`config.mk`:
```
export PLATFORM = sky130hd
export DESIGN_NAME = vec_mul_sequencer
export DESIGN_NICKNAME = d
export VERILOG_FILES = /design/src/rtl/vec_mul_sequencer.sv
export SDC_FILE = /design/constraint.sdc
export NUM_CORES = 1
export LEC_CHECK = 0
export CAP_MARGIN = 25
export CORE_ASPECT_RATIO = 1.1
export CORE_MARGIN = 10
export CORE_UTILIZATION = 35
export CTS_CLUSTER_SIZE = 24
export DETAILED_ROUTE_END_ITERATION = 6
export GPL_ROUTABILITY_DRIVEN = 0
export PLACE_DENSITY = 0.58
export SLEW_MARGIN = 20
export SYNTH_ARGS = -nofsm -noshare
export SYNTH_HDL_FRONTEND = slang
export SYNTH_SLANG_ARGS = --single-unit
```
`constraint.sdc`:
```
create_clock -name clk -period 4.5 [get_ports clk]
set_input_delay 0.9 -clock clk [delete_from_list [all_inputs] [get_ports clk]]
set_output_delay 0.9 -clock clk [all_outputs]
set_load 0.005 [all_outputs]
```
`src/rtl/vec_mul_sequencer.sv`:
```
// Job controller for the vector-multiply datapath: pops a weight tile, reloads the
// PE array, streams len UB reads and issues latency-aligned Results-SRAM writes.
module vec_mul_sequencer #(
  parameter int ADDRESSSIZE  = 10,
  parameter int PIPE_LATENCY = 2
) (
  input  logic                   clk,
  input  logic                   rst,
  input  logic                   start,
  input  logic [ADDRESSSIZE-1:0] src_base,
  input  logic [ADDRESSSIZE-1:0] dst_base,
  input  logic [ADDRESSSIZE-1:0] len,
  input  logic                   fifo_empty,
  output logic                   fifo_read_enable,
  output logic                   weight_reload,
  output logic [ADDRESSSIZE-1:0] ub_address,
  output logic                   ub_read_valid,
  output logic                   result_write_en,
  output logic [ADDRESSSIZE-1:0] result_address,
  output logic                   busy,
  output logic                   done
);

  typedef enum logic [2:0] {
    IDLE   = 3'd0,
    W_WAIT = 3'd1,
    W_POP  = 3'd2,
    W_LOAD = 3'd3,
    STREAM = 3'd4,
    DRAIN  = 3'd5,
    FIN    = 3'd6
  } state_t;

  localparam logic [ADDRESSSIZE-1:0] ONE = ADDRESSSIZE'(1);

  state_t                  state;
  state_t                  state_d;
  logic                    accept;
  logic [ADDRESSSIZE-1:0]  src_q;
  logic [ADDRESSSIZE-1:0]  len_q;
  logic [ADDRESSSIZE-1:0]  rd_idx;
  logic [ADDRESSSIZE-1:0]  wr_idx;
  logic [PIPE_LATENCY-1:0] vld_p;

  // busy is the registered copy of the previous state, so gating on it keeps a
  // start from being taken while the outputs still advertise the old job
  always_comb begin
    state_d = state;
    accept  = 1'b0;
    case (state)
      IDLE: begin
        if (start && !busy) begin
          if (len == '0) begin
            state_d = FIN;
          end else begin
            state_d = W_WAIT;
            accept  = 1'b1;
          end
        end
      end
      W_WAIT:  if (!fifo_empty) state_d = W_POP;
      W_POP:   state_d = W_LOAD;
      W_LOAD:  state_d = STREAM;
      STREAM:  if (rd_idx == len_q - ONE) state_d = DRAIN;
      DRAIN:   if (wr_idx == len_q) state_d = FIN;
      FIN:     state_d = IDLE;
      default: state_d = IDLE;
    endcase
  end

  always_ff @(posedge clk) begin
    if (rst) begin
      state            <= IDLE;
      fifo_read_enable <= 1'b0;
      weight_reload    <= 1'b0;
      ub_read_valid    <= 1'b0;
      ub_address       <= '0;
      busy             <= 1'b0;
      done             <= 1'b0;
      src_q            <= '0;
      len_q            <= '0;
      rd_idx           <= '0;
      wr_idx           <= '0;
      result_address   <= '0;
      vld_p            <= '0;
    end else begin
      state <= state_d;

      // output stage: every strobe is a registered decode of the current state
      fifo_read_enable <= (state == W_POP);
      weight_reload    <= (state == W_LOAD);
      ub_read_valid    <= (state == STREAM);
      ub_address       <= (state == STREAM) ? src_q + rd_idx : '0;
      busy             <= (state != IDLE);
      done             <= (state == FIN);

      if (state == W_LOAD) begin
        rd_idx <= '0;
      end else if (state == STREAM) begin
        rd_idx <= rd_idx + ONE;
      end

      // write stage: read-valid delayed to line up with datapath results
      vld_p[0] <= ub_read_valid;
      for (int i = 1; i < PIPE_LATENCY; i++) begin
        vld_p[i] <= vld_p[i-1];
      end

      if (result_write_en) begin
        wr_idx         <= wr_idx + ONE;
        result_address <= result_address + ONE;
      end

      if (accept) begin
        src_q          <= src_base;
        len_q          <= len;
        wr_idx         <= '0;
        result_address <= dst_base;
      end
    end
  end

  assign result_write_en = vld_p[PIPE_LATENCY-1];

endmodule

```
Word level (Yosys, flattened, before mapping)

Cells that the tools add are included.
Widths: inputs -> output; s select.

Bits of input ports: 34
Logic and storage cells: 52
Bits in registers: 70
Output and inout bits: 26

Reduce and logical (&&, ||, !) cells: 10
Add/subtract/negate cells: 5
Equal/unequal tests: 12
Mux-type cells: 11
Bitwise logic cells: 1

Operators with widths:

| operator              | count |
|---|---|
| $add 10x1->10 const B | 3 |
| $eq 10x10->1          | 2 |
| $mux 10               | 2 |
| $pmux 3 s6            | 1 |
| $mux 3                | 5 |
| $add 10x10->10        | 1 |
| $logic_not 10->1      | 1 |
| $sub 10x1->10 const B | 1 |
| $eq 3x3->1 const B    | 3 |
| $ne 2x2->1 const B    | 4 |
| $eq 3x2->1 const B    | 2 |
| $reduce_or 2->1       | 3 |
| $reduce_and 4->1      | 1 |
| $eq 3x1->1 const B    | 1 |
| $logic_not 3->1       | 1 |
| $mux 1                | 3 |
| $reduce_bool 3->1     | 1 |
| $reduce_bool 2->1     | 1 |
| $logic_and 1x1->1     | 1 |
| $logic_not 1->1       | 1 |
| $not 1->1             | 1 |

Depth between registers and ports, before layout

Gate-level depths: netlist of the first run.

Word-level depth: 5
Gate-level depth with buffers: 11
Gate-level depth less buffers: 10

Worst setup path after synthesis of the first run

No wires, ideal clock.

Path type: in2reg
From: in start
To: reg state[0]
Buffers on the path: 0
Data arrival time: 2.353 ns
Stages on the path: 7
Required time: 4.379 ns
Slack: 2.026 ns
Path through: nor2b_1 > nor3_1 > or4_1 > nor3_1 > nand4_1 > o21a_1 > mux2_4

Longest elaborated chain between the ends: 3

RTL lines:

| element                    | line | RTL |
|---|---|---|
| from (decl)                | 9    | `input logic start,` |
| $logic_and 1x1->1          | 52   | `if (start && !busy) begin` |
| $ne 2x2->1 (no line)       | n/a  |  |
| $reduce_and 4->1 (no line) | n/a  |  |
| to (signal assigned)       | 87   | `state <= state_d;` |
| to (decl)                  | 36   | `state_t state;` |

No other way between the ends.
A chain may end at the register's enable or synchronous reset.

Worst setup path after layout of the first run

From: in len[3]
To: reg src_q[1]

Longest elaborated chain between the ends: 4

RTL lines:

| element              | line | RTL |
|---|---|---|
| from (decl)          | 12   | `input logic [ADDRESSSIZE-1:0] len,` |
| $logic_not 10->1     | 53   | `if (len == '0) begin` |
| $mux 1               | 53   |  |
| $mux 1               | 52   |  |
| $mux 1               | 50   | `case (state)` |
| to (signal assigned) | 115  | `src_q <= src_base;` |
| to (decl)            | 39   | `logic [ADDRESSSIZE-1:0] src_q;` |

No other way between the ends.

==> results of run 1 <==
worst max-delay path, delay by kind of cell:
| kind | cells | cell delay (ns) |
|---|---|---|
| AND/OR/NAND/NOR | 4 | 1.33 |
| AO/OA/AOI/OAI | 1 | 0.16 |
| buffers and inverters | 2 | 0.78 |
layout make-up:
cell class	instances	area, um2
fill	994	5450
multi-input combinational	321	2000
sequential	70	1400
timing repair buffer	63	621
tap	120	150
clock buffer	11	131
clock inverter	5	108
inverter	9	33.8
cell families (layout without fill, tap and decap cells):
kind of cell,count (synthesis),count (layout),synth area share
DFF,70,70,0.395
xor gates and xnor gates,56,56,0.138
muxes,4,4,0.0127
adders and majority gates,14,14,0.0516
and+or+nand+nor,173,173,0.238
buffers and inverters,33,88,0.0410
AOI/OAI and AO/OA,74,74,0.123
routing by layer:
layer / vias to the layer above / track usage / part of all wire
met5: - / 0 / 0
met4: 0 / 0.0420 / 0.014
met3: 10 / 0.0407 / 0.058
met2: 53 / 0.204 / 0.48
met1: 1376 / 0.133 / 0.44
li1: 1556 / - / -
metrics by stage:
stage | area (um2) | util | setup slack, ns | std cells | total power (uW)
global placement | 4200 | 0.425 | 1.26 | 583 | 1450
finish | 4440 | 0.449 | 1.61 | 599 | 2050
global route | 4440 | 0.449 | 1.40 | 599 | 2180
CTS | 4440 | 0.449 | 1.57 | 599 | 2070
floorplan | 3540 | - | 2.03 | 424 | 1250
detailed placement | 4200 | 0.425 | 1.20 | 583 | 1460
power by group:
| part | switching [uW] | leakage [uW] | internal (uW) |
|---|---|---|---|
| registers | 119 | 0.000569 | 703 |
| clock network | 237 | 0.000118 | 371 |
| logic | 313 | 0.000967 | 304 |
cells in the mapped netlist (3+ instances only):
library cell / instances
nor3_1: 13
xnor2_1: 22
nand3_1: 8
dfxtp_1: 70
nor4_1: 6
inv_1: 9
o21ai_0: 14
clkbuf_1: 17
nand2b_1: 3
a211oi_1: 12
xor2_1: 34
ha_1: 13
mux2i_1: 3
nor2b_1: 6
nand4_1: 10
nand2_1: 57
and3_1: 9
nor2_1: 46
a21oi_1: 35
final timing paths:
check	startpoint	to	slack, ns	depth (start not counted)
worst max register to register	len_q[0]	state[0]	2.06	8
worst min-delay path	src_q[8]	src_q[8]	0.46	2
worst max-delay path	len[3]	src_q[1]	1.61	7
worst min register to register	src_q[8]	src_q[8]	0.46	2
state kept, by name, indices dropped and copies added (netlist names):
register          flops
busy                  1
vld_p                 2
ub_read_valid         1
src_q                10
fifo_read_enable      1
rd_idx               10
done                  1
state                 3
len_q                10
ub_address           10
wr_idx               10
result_address       10
weight_reload         1
==> impl_metrics.tcl, run 1 <==
set metrics [dict create \
    dieArea_um2 14600 \
    cts_setup_buffers 0 \
    synth.largest_area_cell "dfxtp_1" \
    root_buffer "clkbuf_8" \
    cp-end-kind "flop" \
    clock_latency_ns 0.35 \
    maxSlewViolCount 0 \
    synth_seq_area_share 0.395 \
    hpwl_um 6260 \
    drt_pass1_iterations 4 \
    arrival_ns 3.16 \
    syn_area_per_cell_um2 8.36 \
    cts_tree "built" \
    critPathMaxFanout 22 \
    period_needed_ns 2.89 \
    grt_max_degree 24 \
    clock_skew_ns 0.0102 \
    rows 38 \
    tightest_slew_ns 0.830 \
    drive_gt1_frac 0.0501 \
    port_buffers 59 \
    yosysWarningCount 0 \
    antenna_found_initial 0 \
    diodes 0 \
    required_ns 4.77 \
    path_common_cell "nand3_1" \
    power_leakage_uw 0.00165 \
    die_h_um 126 \
    synth.distinct_cells 44 \
    synth_top_area_frac 0.395 \
    crit_type "in -> reg" \
    tns_ns 0 \
    synthTopCellsByArea "dfxtp_1 (40%), xor2_1 (8.4%), nand2_1 (6.0%)" \
    rsz0062_at_grt "no" \
    antenna_left 0 \
    path_clk_slew_ns 0.07 \
    hold_class "reg -> reg" \
    status "completed" \
    nNetsFinal 522 \
    drc 0 \
    core-area_um2 9890 \
    drt_iter0_drc 144 \
    critPathMaxStageDelay_ns 0.62 \
    finalSetupViolCount 0 \
    grt_usage 0.119 \
    async_flop_share 0 \
    synth_flop_cell "dfxtp_1" \
    viasPerCell 5.00 \
    whs_ns 0.464 \
    grt_overflow 0 \
    pin_count 60 \
    synth_edf_count 0 \
    max_slew_margin 0.447 \
    cts_buffers 9 \
    cts.htree.levels 3 \
    final_cell_mix "dfxtp_1 (70), clkdlybuf4s50_1 (59), nand2_1 (57)" \
    syn-num-nets 472 \
    cts-resized-gates 0 \
    drv_cap 0 \
    irDropWorstVdd_v 0.000221 \
    ys_ff_latch 70 \
    clock_path_buffers 2 \
    cts_sinks 70 \
    pwr_density_cell_nw_per_um2 461 \
    fin_crit_sh 0.643 \
    path_cells "clkdlybuf4s50_1 > nor4_1 > nand3_1 > nand3_1 > buf_4 > nand2_1 > a21oi_1" \
    syn_area_um2 3540 \
    die_w_um 116 \
    drt_wl_total_um 8450 \
    wl_per_cell_um 14.1 \
    crit_path_start_kind "input port" \
    final_common_cell "dfxtp_1" \
    fmaxAchievable_mhz 346 \
    cts_hold_buf 0 \
    slowest_stage "nand3_1" \
    hold_violations 0 \
    via_count 2995 \
    areaGrowthSynthToFinish_pct 25.4 \
    grt_pass1_wl_um 14300 \
    synthCells 424 \
    grt_pass1_vias 3072 \
    start_util 0.358 \
]
Note: power is estimated with default switching activity, not from simulation.
==> inputs of run 2 (changes only) <==
==> constraint.sdc (replaced) <==
create_clock -name clk -period 2.7 [get_ports clk]
set_input_delay 0.54 -clock clk [delete_from_list [all_inputs] [get_ports clk]]
set_output_delay 0.54 -clock clk [all_outputs]
set_load 0.005 [all_outputs]
==> run 2 against run 1 <==
- final cell count is 1.5% higher
- worst setup slack worse by 1.4 ns
- routed wire length is 1.2% higher
- via count is 1.0% higher
- design area is 2.0% higher
- highest routed layer unchanged
- utilization is 0.89 points higher
- register-to-register slack worse by 1.8 ns
- clock power is 71% higher
- sequential share of layout area is 0.61 points lower
- critical path depth stayed put
==> impl_metrics.tcl, run 2 (same netlist as run 1, synthesis figures left out) <==
set metrics [dict create \
    clock_latency_ns 0.35 \
    r2r_slack_ns 0.23 \
    cts_hold_buf 0 \
    reg2regPathDepth 7 \
    clock_path_buffers 2 \
    areaGrowthSynthToFinish_pct 27.8 \
    grt_pass1_wl_um 14500 \
    cts-resized-gates 0 \
    final_common_cell "dfxtp_1" \
    port_buffers 59 \
    critPathMaxStageDelay_ns 0.60 \
    critPathMaxFanout 10 \
    cts_tree "built" \
    drv_cap 0 \
    start_util 0.358 \
    drt_wl_total_um 8550 \
    cts.htree.levels 3 \
    diodes 0 \
    viasPerCell 4.98 \
    wl_per_cell_um 14.1 \
    rows 38 \
    finalSetupViolCount 0 \
    root_buffer "clkbuf_8" \
    pwr_density_cell_nw_per_um2 773 \
    grt_busiest_layer "met2" \
    setup.worst_path.start "len_q[2]" \
    use_met3 0.0445 \
    antenna_found_initial 0 \
    core-area_um2 9890 \
    cp-endpoint "state[0]" \
    crit_type "reg -> reg" \
    grt_overflow 0 \
    timing.rr.start "len_q[2]" \
    maxSlewViolCount 0 \
    tightest_slew_ns 0.504 \
    cp-end-kind "flop" \
    arrival_ns 2.71 \
    die_w_um 116 \
    r2r-end "state[0]" \
    hold_class "reg -> reg" \
    status "completed" \
    use_met1 0.135 \
    hpwl_um 6400 \
    grtUsageMet2 0.211 \
    pin_count 60 \
    crit_path_start_kind "flop" \
    max_slew_margin 0.664 \
    irDropWorstVdd_v 0.000392 \
    die_h_um 126 \
    final_cell_mix "dfxtp_1 (70), clkdlybuf4s50_1 (59), nand2_1 (57)" \
    drc 0 \
    grt_usage 0.124 \
    dieArea_um2 14600 \
    regArea_um2 1400 \
    via_count 3026 \
    final.fill_count 998 \
    drt_iter0_drc 92 \
    hold_violations 0 \
    path_cells "or4_4 > o21ai_0 > nor4bb_1 > nor3_1 > nand4_1 > o21a_1 > mux2_4" \
    nNetsFinal 531 \
    grt_max_degree 21 \
    cts_setup_buffers 0 \
    drive_gt1_frac 0.0717 \
    required_ns 2.94 \
    period_needed_ns 2.47 \
    slowest_stage "or4_4" \
    rsz0062_at_grt "no" \
    multi_input_area_um2 2000 \
    path_clk_slew_ns 0.07 \
    cts_sinks 70 \
    clock_skew_ns 0.00728 \
    tns_ns 0 \
    fin_crit_sh 0.913 \
    power_leakage_uw 0.00171 \
    antenna_left 0 \
    grt_pass1_vias 3059 \
    drt_pass1_iterations 4 \
    dpl_cell_area_um2 4280 \
    finalInstanceArea_um2 4530 \
    cts_buffers 9 \
    fmaxAchievable_mhz 405 \
]
-- run 2: cell count changes in the layout (fill, tap and decap cells not counted), sizes merged --
cell	delta
clkbuf	-1
buf	+9
clkinv	+1
-- run 2: where the power goes --
group / internal [uW] / switching (uW)
clock: 637 / 400
sequential: 1170 / 183
combinational: 554 / 555
total: 2360 / 1140
-- run 2: how the worst min path moves through the flow --
| stage | from | end | slack [ns] | depth (start not counted) |
|---|---|---|---|---|
| finish | vld_p[0] | vld_p[1] | 0.46 | 1 |
| global route | vld_p[0] | vld_p[1] | 0.47 | 1 |
| CTS | vld_p[0] | vld_p[1] | 0.46 | 1 |
| detailed placement | vld_p[0] | vld_p[1] | 0.44 | 1 |
| global placement | vld_p[0] | vld_p[1] | 0.44 | 1 |
| floorplan | vld_p[0] | vld_p[1] | 0.41 | 1 |
-- run 2: metrics by stage --
| step | hold slack, ns | instances | utilization | setup slack, ns | power, uW |
|---|---|---|---|---|---|
| 2_1_floorplan | 0.414 | 424 | - | 0.379 | 2090 |
| 3_3_place_gp | 0.443 | 592 | 0.433 | 0.0798 | 2470 |
| 3_5_place_dp | 0.438 | 592 | 0.433 | 0.0116 | 2490 |
| 4_1_cts | 0.458 | 608 | 0.458 | 0.253 | 3550 |
| 5_1_grt | 0.466 | 608 | 0.458 | 0.113 | 3730 |
| 6_report | 0.457 | 608 | 0.458 | 0.234 | 3500 |
-- run 2: worst max-delay path: cells and delay by family (launching register included) --
kind / cells / cell delay, ns
AOI/OAI and AO/OA: 2 / 0.37
muxes: 1 / 0.30
DFF: 1 / 0.45
and+or+nand+nor: 4 / 1.24
-- run 2: area by class of cell --
| class | count | share of cell area |
|---|---|---|
| well taps | 120 | 0.0331 |
| clock buffers | 10 | 0.0304 |
| repair buffers | 72 | 0.155 |
| inverters | 9 | 0.00746 |
| flip-flops and latches | 70 | 0.309 |
| multi-input cells | 321 | 0.441 |
| clock inverters | 6 | 0.0240 |
-- run 2: metal layers --
| metal | share of wire | up-vias | wire [um] |
|---|---|---|---|
| li1 | - | 1566 | - |
| met1 | 0.43 | 1391 | 3670 |
| met2 | 0.49 | 56 | 4200 |
| met3 | 0.060 | 13 | 516 |
| met4 | 0.018 | 0 | 157 |
| met5 | 0 | - | 0 |
